[src/rtl/wb_pkg.sv]
// ---------------------------------------------------------------------------
// wb_pkg
// Shared types and helpers for the speculative store write buffer.
//   wb_ctrl_t      per-entry control bits (size, last-uop, committed)
//   size_to_mask   bytes-1 size code -> byte-enable mask
//   range_overlap  do two inclusive byte ranges share any byte
//   range_cover    does range S contain every byte of range L
// Ranges are handled in RANGE_W bits so that addr+size never wraps
// (ADDR_W must be at most RANGE_W-1).
// ---------------------------------------------------------------------------
package wb_pkg;

  localparam int SIZE_W    = 3;
  localparam int MAX_BYTES = 1 << SIZE_W;
  localparam int RANGE_W   = 32;

  typedef struct packed {
    logic [SIZE_W-1:0] size;
    logic              last;
    logic              cmt;
  } wb_ctrl_t;

  function automatic logic [MAX_BYTES-1:0] size_to_mask(input logic [SIZE_W-1:0] size);
    logic [MAX_BYTES-1:0] m;
    m = '0;
    for (int b = 0; b < MAX_BYTES; b++) begin
      if (b <= int'(size)) m[b] = 1'b1;
    end
    return m;
  endfunction

  function automatic logic range_overlap(input logic [RANGE_W-1:0] a_lo,
                                         input logic [SIZE_W-1:0]  a_size,
                                         input logic [RANGE_W-1:0] b_lo,
                                         input logic [SIZE_W-1:0]  b_size);
    logic [RANGE_W-1:0] a_hi;
    logic [RANGE_W-1:0] b_hi;
    a_hi = a_lo + RANGE_W'(a_size);
    b_hi = b_lo + RANGE_W'(b_size);
    return (a_lo <= b_hi) && (b_lo <= a_hi);
  endfunction

  function automatic logic range_cover(input logic [RANGE_W-1:0] s_lo,
                                       input logic [SIZE_W-1:0]  s_size,
                                       input logic [RANGE_W-1:0] l_lo,
                                       input logic [SIZE_W-1:0]  l_size);
    logic [RANGE_W-1:0] s_hi;
    logic [RANGE_W-1:0] l_hi;
    s_hi = s_lo + RANGE_W'(s_size);
    l_hi = l_lo + RANGE_W'(l_size);
    return (s_lo <= l_lo) && (l_hi <= s_hi);
  endfunction

endpackage

[src/rtl/wb_fwd_sel.sv]
// ---------------------------------------------------------------------------
// wb_fwd_sel
// Picks the youngest matching entry of the circular buffer. Age order runs
// backwards from tail: tail-1 is the youngest, tail-DEPTH the oldest.
//   match  in   DEPTH   per-entry "valid and overlaps the load"
//   tail   in   PTR_W   next write slot of the buffer
//   hit    out  1       at least one entry matched
//   idx    out  PTR_W   index of the youngest matching entry (0 if none)
// ---------------------------------------------------------------------------
module wb_fwd_sel
  import wb_pkg::*;
#(
  parameter int DEPTH = 4,
  localparam int PTR_W = $clog2(DEPTH)
) (
  input  logic [DEPTH-1:0] match,
  input  logic [PTR_W-1:0] tail,
  output logic             hit,
  output logic [PTR_W-1:0] idx
);

  logic [PTR_W-1:0] pos;

  // Walk from youngest to oldest; the first match found wins. For k=DEPTH
  // the cast wraps to 0, landing on tail itself, which is the oldest slot
  // when the buffer is full.
  always_comb begin
    hit = 1'b0;
    idx = '0;
    pos = '0;
    for (int k = 1; k <= DEPTH; k++) begin
      pos = tail - PTR_W'(k);
      if (!hit && match[pos]) begin
        hit = 1'b1;
        idx = pos;
      end
    end
  end

endmodule

[src/rtl/wb_buffer_param.sv]
// ---------------------------------------------------------------------------
// wb_buffer_param
// Speculative store write buffer between store execute and the D-cache.
// Stores enter uncommitted, are committed by EIP when their instruction
// retires, drain in program order once committed, and can be squashed by a
// flush while still uncommitted. Loads look up the youngest overlapping store
// for forwarding.
//   clk, rst              clock, synchronous active-high reset
//   enq, i_vld, i_eip, i_addr, i_data, i_size, i_last_uop   store enqueue
//   i_cmp_vld, i_eip_cmp  commit strobe and retiring EIP
//   i_flush               squash every uncommitted entry
//   read                  D-cache pops the head entry
//   i_ld_addr, i_ld_size  load lookup
//   o_en_*                head entry (masked to 0 when head invalid)
//   o_fwd_hit/data/stall  forwarding result
//   empty, full           occupancy flags
// DATA_W must be a multiple of 8 and at most 64; ADDR_W at most 31.
// ---------------------------------------------------------------------------
module wb_buffer_param
  import wb_pkg::*;
#(
  parameter int DEPTH  = 4,
  parameter int ADDR_W = 15,
  parameter int DATA_W = 32,
  parameter int EIP_W  = 32
) (
  input  logic              clk,
  input  logic              rst,
  input  logic              enq,
  input  logic              i_vld,
  input  logic [EIP_W-1:0]  i_eip,
  input  logic [ADDR_W-1:0] i_addr,
  input  logic [DATA_W-1:0] i_data,
  input  logic [SIZE_W-1:0] i_size,
  input  logic              i_last_uop,
  input  logic              i_cmp_vld,
  input  logic [EIP_W-1:0]  i_eip_cmp,
  input  logic              i_flush,
  input  logic              read,
  input  logic [ADDR_W-1:0] i_ld_addr,
  input  logic [SIZE_W-1:0] i_ld_size,
  output logic              o_en_vld,
  output logic [ADDR_W-1:0] o_en_addr,
  output logic [DATA_W-1:0] o_en_data,
  output logic [EIP_W-1:0]  o_en_eip,
  output logic [SIZE_W-1:0] o_en_size,
  output logic              o_en_last,
  output logic              o_fwd_hit,
  output logic [DATA_W-1:0] o_fwd_data,
  output logic              o_fwd_stall,
  output logic              empty,
  output logic              full
);

  localparam int PTR_W  = $clog2(DEPTH);
  localparam int CNT_W  = PTR_W + 1;
  localparam int NBYTES = DATA_W / 8;

  logic [PTR_W-1:0]  head_q, head_d;
  logic [PTR_W-1:0]  tail_q, tail_d;
  logic [CNT_W-1:0]  count_q, count_d;
  logic [DEPTH-1:0]  vld_q, vld_d;
  wb_ctrl_t          ctrl_q [DEPTH];
  wb_ctrl_t          ctrl_d [DEPTH];
  logic [ADDR_W-1:0] addr_q [DEPTH];
  logic [ADDR_W-1:0] addr_d [DEPTH];
  logic [DATA_W-1:0] data_q [DEPTH];
  logic [DATA_W-1:0] data_d [DEPTH];
  logic [EIP_W-1:0]  eip_q  [DEPTH];
  logic [EIP_W-1:0]  eip_d  [DEPTH];

  logic              do_enq;
  logic              do_pop;
  logic              head_vld;
  logic [CNT_W-1:0]  cmt_cnt;

  logic [DEPTH-1:0]   ovl;
  logic               sel_any;
  logic [PTR_W-1:0]   sel_idx;
  logic [RANGE_W-1:0] ld_lo;
  logic [RANGE_W-1:0] sel_lo;
  logic [RANGE_W-1:0] shift_bits;
  logic [NBYTES-1:0]  ld_bmask;
  logic               sel_cover;
  logic [DATA_W-1:0]  fwd_data;

  assign empty    = (count_q == '0);
  assign full     = (count_q == CNT_W'(DEPTH));
  assign head_vld = vld_q[head_q];
  assign o_en_vld = head_vld && ctrl_q[head_q].cmt;
  assign do_pop   = read && o_en_vld;
  assign do_enq   = enq && i_vld && !full && !i_flush;

  assign o_en_addr = head_vld ? addr_q[head_q] : '0;
  assign o_en_data = head_vld ? data_q[head_q] : '0;
  assign o_en_eip  = head_vld ? eip_q[head_q]  : '0;
  assign o_en_size = head_vld ? ctrl_q[head_q].size : '0;
  assign o_en_last = head_vld && ctrl_q[head_q].last;

  // Next-state for pointers and entries. Commit is resolved first so that a
  // flush in the same cycle keeps the entries it just committed; the
  // committed count then tells the flush where the new tail lands. Entries
  // written this cycle are not yet valid, so they never see this commit.
  always_comb begin
    head_d  = head_q;
    tail_d  = tail_q;
    count_d = count_q;
    vld_d   = vld_q;
    ctrl_d  = ctrl_q;
    addr_d  = addr_q;
    data_d  = data_q;
    eip_d   = eip_q;
    cmt_cnt = '0;

    if (i_cmp_vld) begin
      for (int i = 0; i < DEPTH; i++) begin
        if (vld_q[i] && !ctrl_q[i].cmt && (eip_q[i] == i_eip_cmp)) ctrl_d[i].cmt = 1'b1;
      end
    end

    for (int i = 0; i < DEPTH; i++) begin
      if (vld_q[i] && ctrl_d[i].cmt) cmt_cnt = cmt_cnt + CNT_W'(1);
    end

    if (do_pop) begin
      vld_d[head_q]      = 1'b0;
      ctrl_d[head_q].cmt = 1'b0;
      head_d             = head_q + PTR_W'(1);
    end

    if (i_flush) begin
      // Committed entries are contiguous from head, so they all survive and
      // the tail folds back to just past them. A popped entry was counted
      // as committed, which is why the tail is measured from the old head.
      for (int i = 0; i < DEPTH; i++) begin
        if (!ctrl_d[i].cmt) vld_d[i] = 1'b0;
      end
      tail_d  = head_q + cmt_cnt[PTR_W-1:0];
      count_d = cmt_cnt - CNT_W'(do_pop);
    end else begin
      if (do_enq) begin
        vld_d[tail_q]  = 1'b1;
        ctrl_d[tail_q] = '{size: i_size, last: i_last_uop, cmt: 1'b0};
        addr_d[tail_q] = i_addr;
        data_d[tail_q] = i_data;
        eip_d[tail_q]  = i_eip;
        tail_d         = tail_q + PTR_W'(1);
      end
      count_d = count_q + CNT_W'(do_enq) - CNT_W'(do_pop);
    end
  end

  // State registers. Reset clears everything, committed entries included.
  always_ff @(posedge clk) begin
    if (rst) begin
      head_q  <= '0;
      tail_q  <= '0;
      count_q <= '0;
      vld_q   <= '0;
      for (int i = 0; i < DEPTH; i++) begin
        ctrl_q[i] <= '0;
        addr_q[i] <= '0;
        data_q[i] <= '0;
        eip_q[i]  <= '0;
      end
    end else begin
      head_q  <= head_d;
      tail_q  <= tail_d;
      count_q <= count_d;
      vld_q   <= vld_d;
      ctrl_q  <= ctrl_d;
      addr_q  <= addr_d;
      data_q  <= data_d;
      eip_q   <= eip_d;
    end
  end

  assign ld_lo = RANGE_W'(i_ld_addr);

  // Overlap vector over all valid entries, committed or not.
  always_comb begin
    ovl = '0;
    for (int i = 0; i < DEPTH; i++) begin
      ovl[i] = vld_q[i] && range_overlap(RANGE_W'(addr_q[i]), ctrl_q[i].size, ld_lo, i_ld_size);
    end
  end

  wb_fwd_sel #(.DEPTH(DEPTH)) u_fwd_sel (
    .match (ovl),
    .tail  (tail_q),
    .hit   (sel_any),
    .idx   (sel_idx)
  );

  // Forward only when the youngest overlapping store holds every load byte;
  // a partial overlap must stall because older data would be stale. The
  // shift is only meaningful when covered, since ld_lo >= sel_lo then.
  always_comb begin
    sel_lo     = RANGE_W'(addr_q[sel_idx]);
    sel_cover  = range_cover(sel_lo, ctrl_q[sel_idx].size, ld_lo, i_ld_size);
    shift_bits = (ld_lo - sel_lo) << 3;
    ld_bmask   = NBYTES'(size_to_mask(i_ld_size));
    fwd_data   = data_q[sel_idx] >> shift_bits;
    for (int b = 0; b < NBYTES; b++) begin
      if (!ld_bmask[b]) fwd_data[8*b +: 8] = '0;
    end
    o_fwd_hit   = sel_any && sel_cover;
    o_fwd_stall = sel_any && !sel_cover;
    o_fwd_data  = o_fwd_hit ? fwd_data : '0;
  end

endmodule
[config.mk]
export PLATFORM = sky130hd
export DESIGN_NAME = wb_buffer_param
export DESIGN_NICKNAME = d
export VERILOG_FILES = /design/src/rtl/wb_pkg.sv /design/src/rtl/wb_fwd_sel.sv /design/src/rtl/wb_buffer_param.sv
export SDC_FILE = /design/constraint.sdc
export NUM_CORES = 1
export LEC_CHECK = 0
export CORE_MARGIN = 5
export CORE_UTILIZATION = 32
export DETAILED_ROUTE_END_ITERATION = 8
export GPL_TIMING_DRIVEN = 0
export SYNTH_ARGS = -nofsm -noshare
export SYNTH_HDL_FRONTEND = slang
export SYNTH_SLANG_ARGS = --single-unit
[constraint.sdc]
create_clock -name clk -period 28.7 [get_ports clk]
set_clock_uncertainty 0.05 [all_clocks]
set_input_delay 5.74 -clock clk [delete_from_list [all_inputs] [get_ports clk]]
set_output_delay 5.74 -clock clk [all_outputs]
set_load 0.02 [all_outputs]
==> results of run 1 <==
[state kept, by name, indices dropped and copies added, names as in the netlist]
name     count
eip_q      128
ctrl_q      20
vld_q        4
tail_q       2
data_q     128
addr_q      60
head_q       2
count_q      3
[synth_stat cells (all sizes together), types with 69 or more instances]
| library cell | count |
|---|---|
| a21oi | 410 |
| clkbuf | 166 |
| dfxtp | 347 |
| ha | 174 |
| inv | 74 |
| mux2i | 95 |
| mux4 | 109 |
| nand2 | 784 |
| nand4 | 69 |
| nor2 | 93 |
| nor2b | 102 |
| xnor2 | 101 |
| xor2 | 118 |
[layout by cell type, fill, tap and decap left out, drive strengths merged, types with 6 or more instances in the layout]
cell and instances:
nor3b 11, nor2b 102, xnor2 101, a2111oi 7, mux4 109, nand2 784
o21ai 49, diode 6, nand2b 26, a311oi 6, nand4 69, nor4 57
a41oi 6, ha 174, buf 57, or2 6, clkdlybuf4s50 249, and2 14
mux2 20, o22ai 11, a211oi 25, a31oi 10, a21o 34, a21oi 410
maj3 7, and3 17, o211ai 18, clkbuf 219, or3 11, nand3 64
inv 76, and4 9, nor3 21, xor2 118, mux2i 95, clkinv 8
fa 8, dfxtp 347, nor2 93
[tightest hold or removal path: cells and delay by family, from the launching register on]
kind,cells,cell delay [ps]
compound gates,1,60
flops,1,310
simple gates,1,50
[how the worst max path moves through the flow]
stage,cells after the start,startpoint,slack (ps),to
detailed placement,45,i_ld_addr[2],3910,o_fwd_data[7]
global route,45,i_ld_addr[2],3160,o_fwd_data[8]
finish,44,i_ld_addr[2],3590,o_fwd_data[7]
floorplan,46,i_ld_addr[2],8060,o_fwd_data[0]
global placement,45,i_ld_addr[2],3940,o_fwd_data[3]
CTS,45,i_ld_addr[2],3870,o_fwd_data[7]
[metrics by stage]
stage,instances,area [sq um]
CTS,4575,31100
floorplan,3201,26030
detailed placement,4510,29850
global placement,4510,29850
finish,4581,31110
global route,4575,31100
[area by class of cell]
type / instances / area [sq um]
Fill cell: 8296 / 49440
Sequential cell: 347 / 6947
Clock inverter: 12 / 108.9
Tap cell: 1060 / 1326
Clock buffer: 53 / 1140
Antenna cell: 6 / 15.01
Inverter: 75 / 281.5
Multi-Input combinational cell: 2556 / 17870
Timing Repair Buffer: 249 / 2492
Buffer: 223 / 930.9
[power by group through the flow]
stage               clock network (mW)  logic (mW)  registers, mW
global placement                     0       0.173          0.504
CTS                              0.512       0.176          0.494
floorplan                            0      0.0983          0.502
global route                     0.532       0.191          0.494
detailed placement                   0       0.174          0.505
finish                           0.510       0.179          0.494
[per-layer routing]
metal | up-vias | wire, microns | global-route usage [%]
met5 | - | 68 | 0
met4 | 10 | 4454 | 8.765
met3 | 201 | 9928 | 5.086
met2 | 1161 | 51280 | 39.57
met1 | 12430 | 45890 | 32.22
li1 | 11850 | - | -
[kinds of logic (layout without fill, tap and decap cells)]
| family | after synthesis | count (layout) | synth area share, % |
|---|---|---|---|
| adders and majority gates | 189 | 189 | 9.258 |
| xor gates and xnor gates | 223 | 223 | 7.744 |
| and+or+nand+nor | 1291 | 1291 | 23.38 |
| AOI/OAI and AO/OA | 629 | 629 | 14.30 |
| buffers and inverters | 298 | 612 | 4.658 |
| DFF | 347 | 347 | 26.69 |
| other | 0 | 6 | 0 |
| muxes | 224 | 224 | 13.98 |
==> impl_results.rst, run 1 <==
.. list-table::
   :header-rows: 1

   * - Metric
     - Value
   * - Flop pwr share
     - 41.8%
   * - Number of nets at the end of the flow
     - 3813
   * - Largest fanout on the critical path
     - 10
   * - Number of vias per cell after detailed routing
     - 5.601
   * - Synthesized area divided by synthesized cell count
     - 8.131 sq um
   * - Total power after layout
     - 1.183 mW
   * - Clock insertion delay at the later pin of the skew report
     - 570 ps
   * - Worst R2R Path Depth
     - 16
   * - Core footprint
     - 80550 sq um
   * - Post-synth design cell area
     - 26030 sq um
   * - Total global-route track usage
     - 24.36%
   * - Count of vias placed by the detailed router
     - 25660
   * - CP Launch Type
     - input pin
   * - Number of clock sinks
     - 347
   * - Floorplan die width
     - 295.2 microns
   * - Number of enable flip-flop cells after synthesis
     - 0
   * - Min cycle time layout
     - 25110 ps
   * - Post-detailed-route count of antenna-violating nets
     - 0
   * - Largest cells by area after synthesis
     - sky130_fd_sc_hd__dfxtp_1 (27%), sky130_fd_sc_hd__nand2_1 (11%), sky130_fd_sc_hd__mux4_2 (9.4%), sky130_fd_sc_hd__ha_1 (8.4%), sky130_fd_sc_hd__a21oi_1 (7.9%)
   * - Slowest CP cell
     - sky130_fd_sc_hd__clkdlybuf4s50_1
   * - Stage delay of the slowest cell on the critical path
     - 740 ps
   * - Remaining DRCs
     - 0
   * - Worst VDD drop
     - 0.03623 mV
   * - Final period utilization
     - 87.49%
   * - Weighted congestion reported at the end of routability-driven placement
     - 0.9832
   * - Die span in y
     - 295.2 microns
   * - Most frequently used flop master after synthesis
     - sky130_fd_sc_hd__dfxtp_1
   * - Number of global-route vias before repair
     - 24240
   * - Portion of synthesized cell area occupied by the leading cell type
     - 26.69%
   * - Number of antenna violations at the first check in global routing
     - 10
   * - TritonCTS buffer count
     - 39
   * - Maximum buffer depth of the clock tree
     - 3
   * - Share of total power in combinational logic
     - 15.1%
   * - Capture endpoint of the worst hold path
     - ctrl_q[11]$_SDFFE_PP0P_
   * - Data required, critical path
     - 22910 ps
   * - Routed wire length
     - 111600 microns
   * - Power Density
     - 38.01 nW/um^2
   * - GRT overflow
     - 0
   * - Number of hold buffers added after cts
     - 0
   * - Internal portion of total power
     - 0.8419 mW
   * - Hold slack final
     - 407.5 ps
   * - Input/output buffers
     - 249
   * - Startpoint-to-endpoint class of the critical path
     - in -> out
   * - Number of cells upsized or downsized after cts
     - 0
   * - Worst reg2reg startpoint
     - eip_q[116]$_SDFFE_PP0P_
   * - Cell chosen for the clock root
     - sky130_fd_sc_hd__clkbuf_16
   * - Outcome
     - completed
   * - Max Slew Vio Count
     - 0
   * - I/O pins
     - 260
   * - Overall die area
     - 87140 sq um
   * - Number of endpoints with negative hold slack in the final report
     - 0
   * - Switch Pwr
     - 0.3407 mW
   * - Area added between synthesis and finish
     - 19.53%
   * - DPL Wire Length
     - 87400 microns
   * - Clock transition at the registers of the reported paths
     - 60 ps
   * - Endpoint class of the critical path
     - output port
   * - Post-place setup slack
     - 3913 ps
   * - PnR worst setup slack
     - 3590 ps
   * - Worst path arrival time
     - 19320 ps
   * - Synth Instances
     - 3201
   * - #FFs+latches synth
     - 347
   * - Clock tree from TritonCTS
     - done
   * - Normalized max-slew margin
     - 22.97%
   * - Pin count of the biggest net entering global routing
     - 14
   * - Largest area contributor in the synthesized netlist
     - sky130_fd_sc_hd__dfxtp_1
   * - Achievable Freq
     - 39.82 MHz
   * - Fraction of the yosys area taken by sequential cells
     - 26.69%
   * - Global-route wire length before repair
     - 160800 microns
   * - Worst path bufs/invs
     - 9
   * - Top delay family on crit path
     - buffers and inverters
   * - Total number of H-tree levels
     - 2
   * - Post-synthesis cell type count
     - 96
   * - Drt wl/cell
     - 24.37 microns
   * - Number of post-CTS setup repair buffers
     - 0
   * - Synth warnings
     - 0
   * - RR Endpoint
     - count_q[2]$_SDFF_PP0_
   * - Total number of placement rows
     - 104
   * - Final core area utilization
     - 38.62%
   * - Leakage
     - 10.14 nW
   * - Reg2Reg Setup Slack
     - 24580 ps
   * - Setup TNS
     - 0 ps
   * - Worst Hold Launch
     - ctrl_q[11]$_SDFFE_PP0P_
   * - Layout cells sized above 1
     - 7.966%
   * - Number of nets in the synthesized netlist
     - 3523
   * - Worst slew pin tran
     - 1155 ps
   * - Number of violations of the max-capacitance limit
     - 0
   * - Worst hold path type
     - reg -> reg
   * - RSZ-0062 raised after global routing
     - no
   * - Setup violation total in the final timing report
     - 0
   * - Proportion of power drawn by the clock network
     - 43.1%
   * - WHS Path Cells
     - 2
   * - Number of DRC markers after the initial detailed-route iteration
     - 2457
   * - Number of iterations in the first detailed-routing pass
     - 5
   * - Effective utilization at floorplan
     - 32.31%
   * - Switching share of power
     - 28.81%
   * - Share of synthesized flip-flops with an asynchronous set or reset
     - 0%
Note: power is estimated with default switching activity, not from simulation.
==> run 2, diff against run 1 <==
- CAP_MARGIN: not set -> 25
==> impl_results.rst, run 2 (synthesis results as in run 1) <==
.. list-table::
   :header-rows: 1

   * - Metric
     - Value
   * - Outcome
     - completed (unchanged)
   * - Clock transition at the registers of the reported paths
     - 60 ps (about the same)
   * - Filler Cell Count
     - 8245 (was 8296)
   * - Number of clock sinks
     - 347 (unchanged)
   * - Slowest CP cell
     - sky130_fd_sc_hd__clkdlybuf4s50_1 (unchanged)
   * - RSZ-0062 raised after global routing
     - no (unchanged)
   * - Layout cells sized above 1
     - 8.201% (was 7.966%)
   * - Worst R2R Path Depth
     - 16 (unchanged)
   * - Hold slack final
     - 407.0 ps (was 407.5 ps)
   * - Number of violations of the max-capacitance limit
     - 0 (unchanged)
   * - Achievable Freq
     - 39.73 MHz (was 39.82 MHz)
   * - Count of vias placed by the detailed router
     - 25740 (was 25660)
   * - Min cycle time layout
     - 25170 ps (was 25110 ps)
   * - Post-detailed-route count of antenna-violating nets
     - 0 (unchanged)
   * - Worst slew pin tran
     - 1150 ps (was 1155 ps)
   * - Clock tree from TritonCTS
     - done (unchanged)
   * - Top delay family on crit path
     - buffers and inverters (unchanged)
   * - Worst VDD drop
     - 0.03411 mV (was 0.03623 mV)
   * - Number of DRC markers after the initial detailed-route iteration
     - 2528 (was 2457)
   * - CP dominant cell by count
     - sky130_fd_sc_hd__ha_1
   * - Total number of placement rows
     - 104 (unchanged)
   * - Share of total power in combinational logic
     - 14.5% (was 15.1%)
   * - Remaining DRCs
     - 0 (unchanged)
   * - Max Slew Vio Count
     - 0 (unchanged)
   * - Internal portion of total power
     - 0.8888 mW (was 0.8419 mW)
   * - Number of endpoints with negative hold slack in the final report
     - 0 (unchanged)
   * - Worst path arrival time
     - 19380 ps (was 19320 ps)
   * - Cell chosen for the clock root
     - sky130_fd_sc_hd__clkbuf_16 (unchanged)
   * - Input/output buffers
     - 249 (unchanged)
   * - Pin count of the biggest net entering global routing
     - 14 (unchanged)
   * - Die span in y
     - 295.2 microns (unchanged)
   * - Clock insertion delay at the later pin of the skew report
     - 580 ps (was 570 ps)
   * - Total power after layout
     - 1.227 mW (was 1.183 mW)
   * - Data required, critical path
     - 22910 ps (about the same)
   * - Area added between synthesis and finish
     - 20.43% (was 19.53%)
   * - GRT overflow
     - 0 (unchanged)
   * - Number of vias per cell after detailed routing
     - 5.606 (was 5.601)
   * - Worst hold path type
     - reg -> reg (unchanged)
   * - Normalized max-slew margin
     - 23.34% (was 22.97%)
   * - Number of iterations in the first detailed-routing pass
     - 5 (unchanged)
   * - Drt wl/cell
     - 24.29 microns (was 24.37 microns)
   * - Switching share of power
     - 27.54% (was 28.81%)
   * - Weighted congestion reported at the end of routability-driven placement
     - 0.9832 (unchanged)
   * - Setup TNS
     - 0 ps (unchanged)
   * - Startpoint-to-endpoint class of the critical path
     - in -> out (unchanged)
   * - Flop pwr share
     - 40.3% (was 41.8%)
   * - Post-layout instance count excluding filler cells
     - 4591 (was 4581)
   * - Floorplan die width
     - 295.2 microns (unchanged)
   * - DP Cell Count
     - 4513 (was 4510)
   * - Maximum buffer depth of the clock tree
     - 3 (unchanged)
   * - WHS Path Cells
     - 2 (unchanged)
   * - DPL Wire Length
     - 87480 microns (was 87400 microns)
   * - TritonCTS buffer count
     - 39 (unchanged)
   * - I/O pins
     - 260 (unchanged)
   * - Switch Pwr
     - 0.3378 mW (was 0.3407 mW)
   * - Most frequent cells in the layout
     - sky130_fd_sc_hd__nand2_1 (783), sky130_fd_sc_hd__a21oi_1 (409), sky130_fd_sc_hd__dfxtp_1 (347) (unchanged)
   * - Routed wire length
     - 111500 microns (was 111600 microns)
   * - Number of post-CTS setup repair buffers
     - 0 (unchanged)
   * - Overall die area
     - 87140 sq um (unchanged)
   * - Stage delay of the slowest cell on the critical path
     - 760 ps (was 740 ps)
   * - Core footprint
     - 80550 sq um (unchanged)
   * - CP Launch Type
     - input pin (unchanged)
   * - Largest fanout on the critical path
     - 10 (unchanged)
   * - Total number of H-tree levels
     - 2 (unchanged)
   * - Largest registers
     - data_q: 128 flops, eip_q: 128 flops, addr_q: 60 flops (unchanged)
   * - Most frequent standard cell in the layout excluding fill and tap cells
     - sky130_fd_sc_hd__nand2_1 (unchanged)
   * - Setup violation total in the final timing report
     - 0 (unchanged)
   * - Crit. path cell count
     - 45 (was 44)
   * - Power Density
     - 39.13 nW/um^2 (was 38.01 nW/um^2)
   * - Number of antenna violations at the first check in global routing
     - 11 (was 10)
   * - Number of nets at the end of the flow
     - 3818 (was 3813)
   * - Effective utilization at floorplan
     - 32.31% (unchanged)
   * - Number of hold buffers added after cts
     - 0 (unchanged)
   * - Total global-route track usage
     - 24.34% (was 24.36%)
   * - Global-route wire length before repair
     - 160300 microns (was 160800 microns)
   * - Number of global-route vias before repair
     - 24490 (was 24240)
   * - Endpoint class of the critical path
     - output port (unchanged)
   * - Worst path bufs/invs
     - 9 (unchanged)
   * - Proportion of power drawn by the clock network
     - 45.2% (was 43.1%)
   * - Leakage
     - 10.26 nW (was 10.14 nW)
   * - Final period utilization
     - 87.69% (was 87.49%)
   * - Number of cells upsized or downsized after cts
     - 0 (unchanged)
-- run 2: layer usage --
layer / wire length, microns / track usage, %
met1: 45230 / 31.67
met2: 50010 / 38.50
met3: 10630 / 6.025
met4: 5603 / 10.72
met5: 52 / 0
-- run 2: area by class of cell --
type                       instances  area, sq um  share of cell area [%]
timing repair buffer             254         2576                   8.218
clock buffer                      57         1195                   3.812
tap                             1060         1326                   4.231
buffer                           223        930.9                   2.970
clock inverter                    12        203.9                  0.6506
multi-input combinational       2556        17870                   57.00
antenna                            7        17.52                 0.05588
inverter                          75        281.5                  0.8981
sequential                       347         6947                   22.16
-- run 2: path summary, 6_finish.rpt --
| path | from | end | slack (ps) |
|---|---|---|---|
| worst max register to register | eip_q[116]$_SDFFE_PP0P_ | count_q[2]$_SDFF_PP0_ | 24600 |
| worst min-delay path | ctrl_q[1]$_SDFFE_PP0P_ | ctrl_q[1]$_SDFFE_PP0P_ | 410 |
| worst max-delay path | i_ld_addr[2] | o_fwd_data[30] | 3530 |
| worst min register to register | ctrl_q[1]$_SDFFE_PP0P_ | ctrl_q[1]$_SDFFE_PP0P_ | 410 |
-- run 2: worst register-to-register path: cells and delay by family (launching register included) --
| family | cells | cell delay (ps) |
|---|---|---|
| AO/OA/AOI/OAI | 2 | 330 |
| AND/OR/NAND/NOR | 5 | 1460 |
| flip-flops | 1 | 340 |
| buffers and inverters | 1 | 70 |
| XOR/XNOR | 4 | 640 |
| multiplexers | 1 | 230 |
| adder cells (fa/ha/maj) | 3 | 850 |
-- run 2: power groups by stage --
stage / registers (mW) / logic [mW] / clock network (mW)
final: 0.494 / 0.178 / 0.554
after global routing: 0.494 / 0.191 / 0.580
after CTS: 0.494 / 0.176 / 0.558
after detailed placement: 0.505 / 0.174 / 0
after global placement: 0.504 / 0.173 / 0
after floorplan: 0.502 / 0.0983 / 0
-- run 2: metrics by stage --
stage               area, sq um  util (%)  setup WS (ps)
global route              31340     38.90           3064
floorplan                 26030         -           8062
detailed placement        29900     37.13           3886
finish                    31350     38.92           3533
CTS                       31300     38.86           3819
global placement          29850     37.06           3941
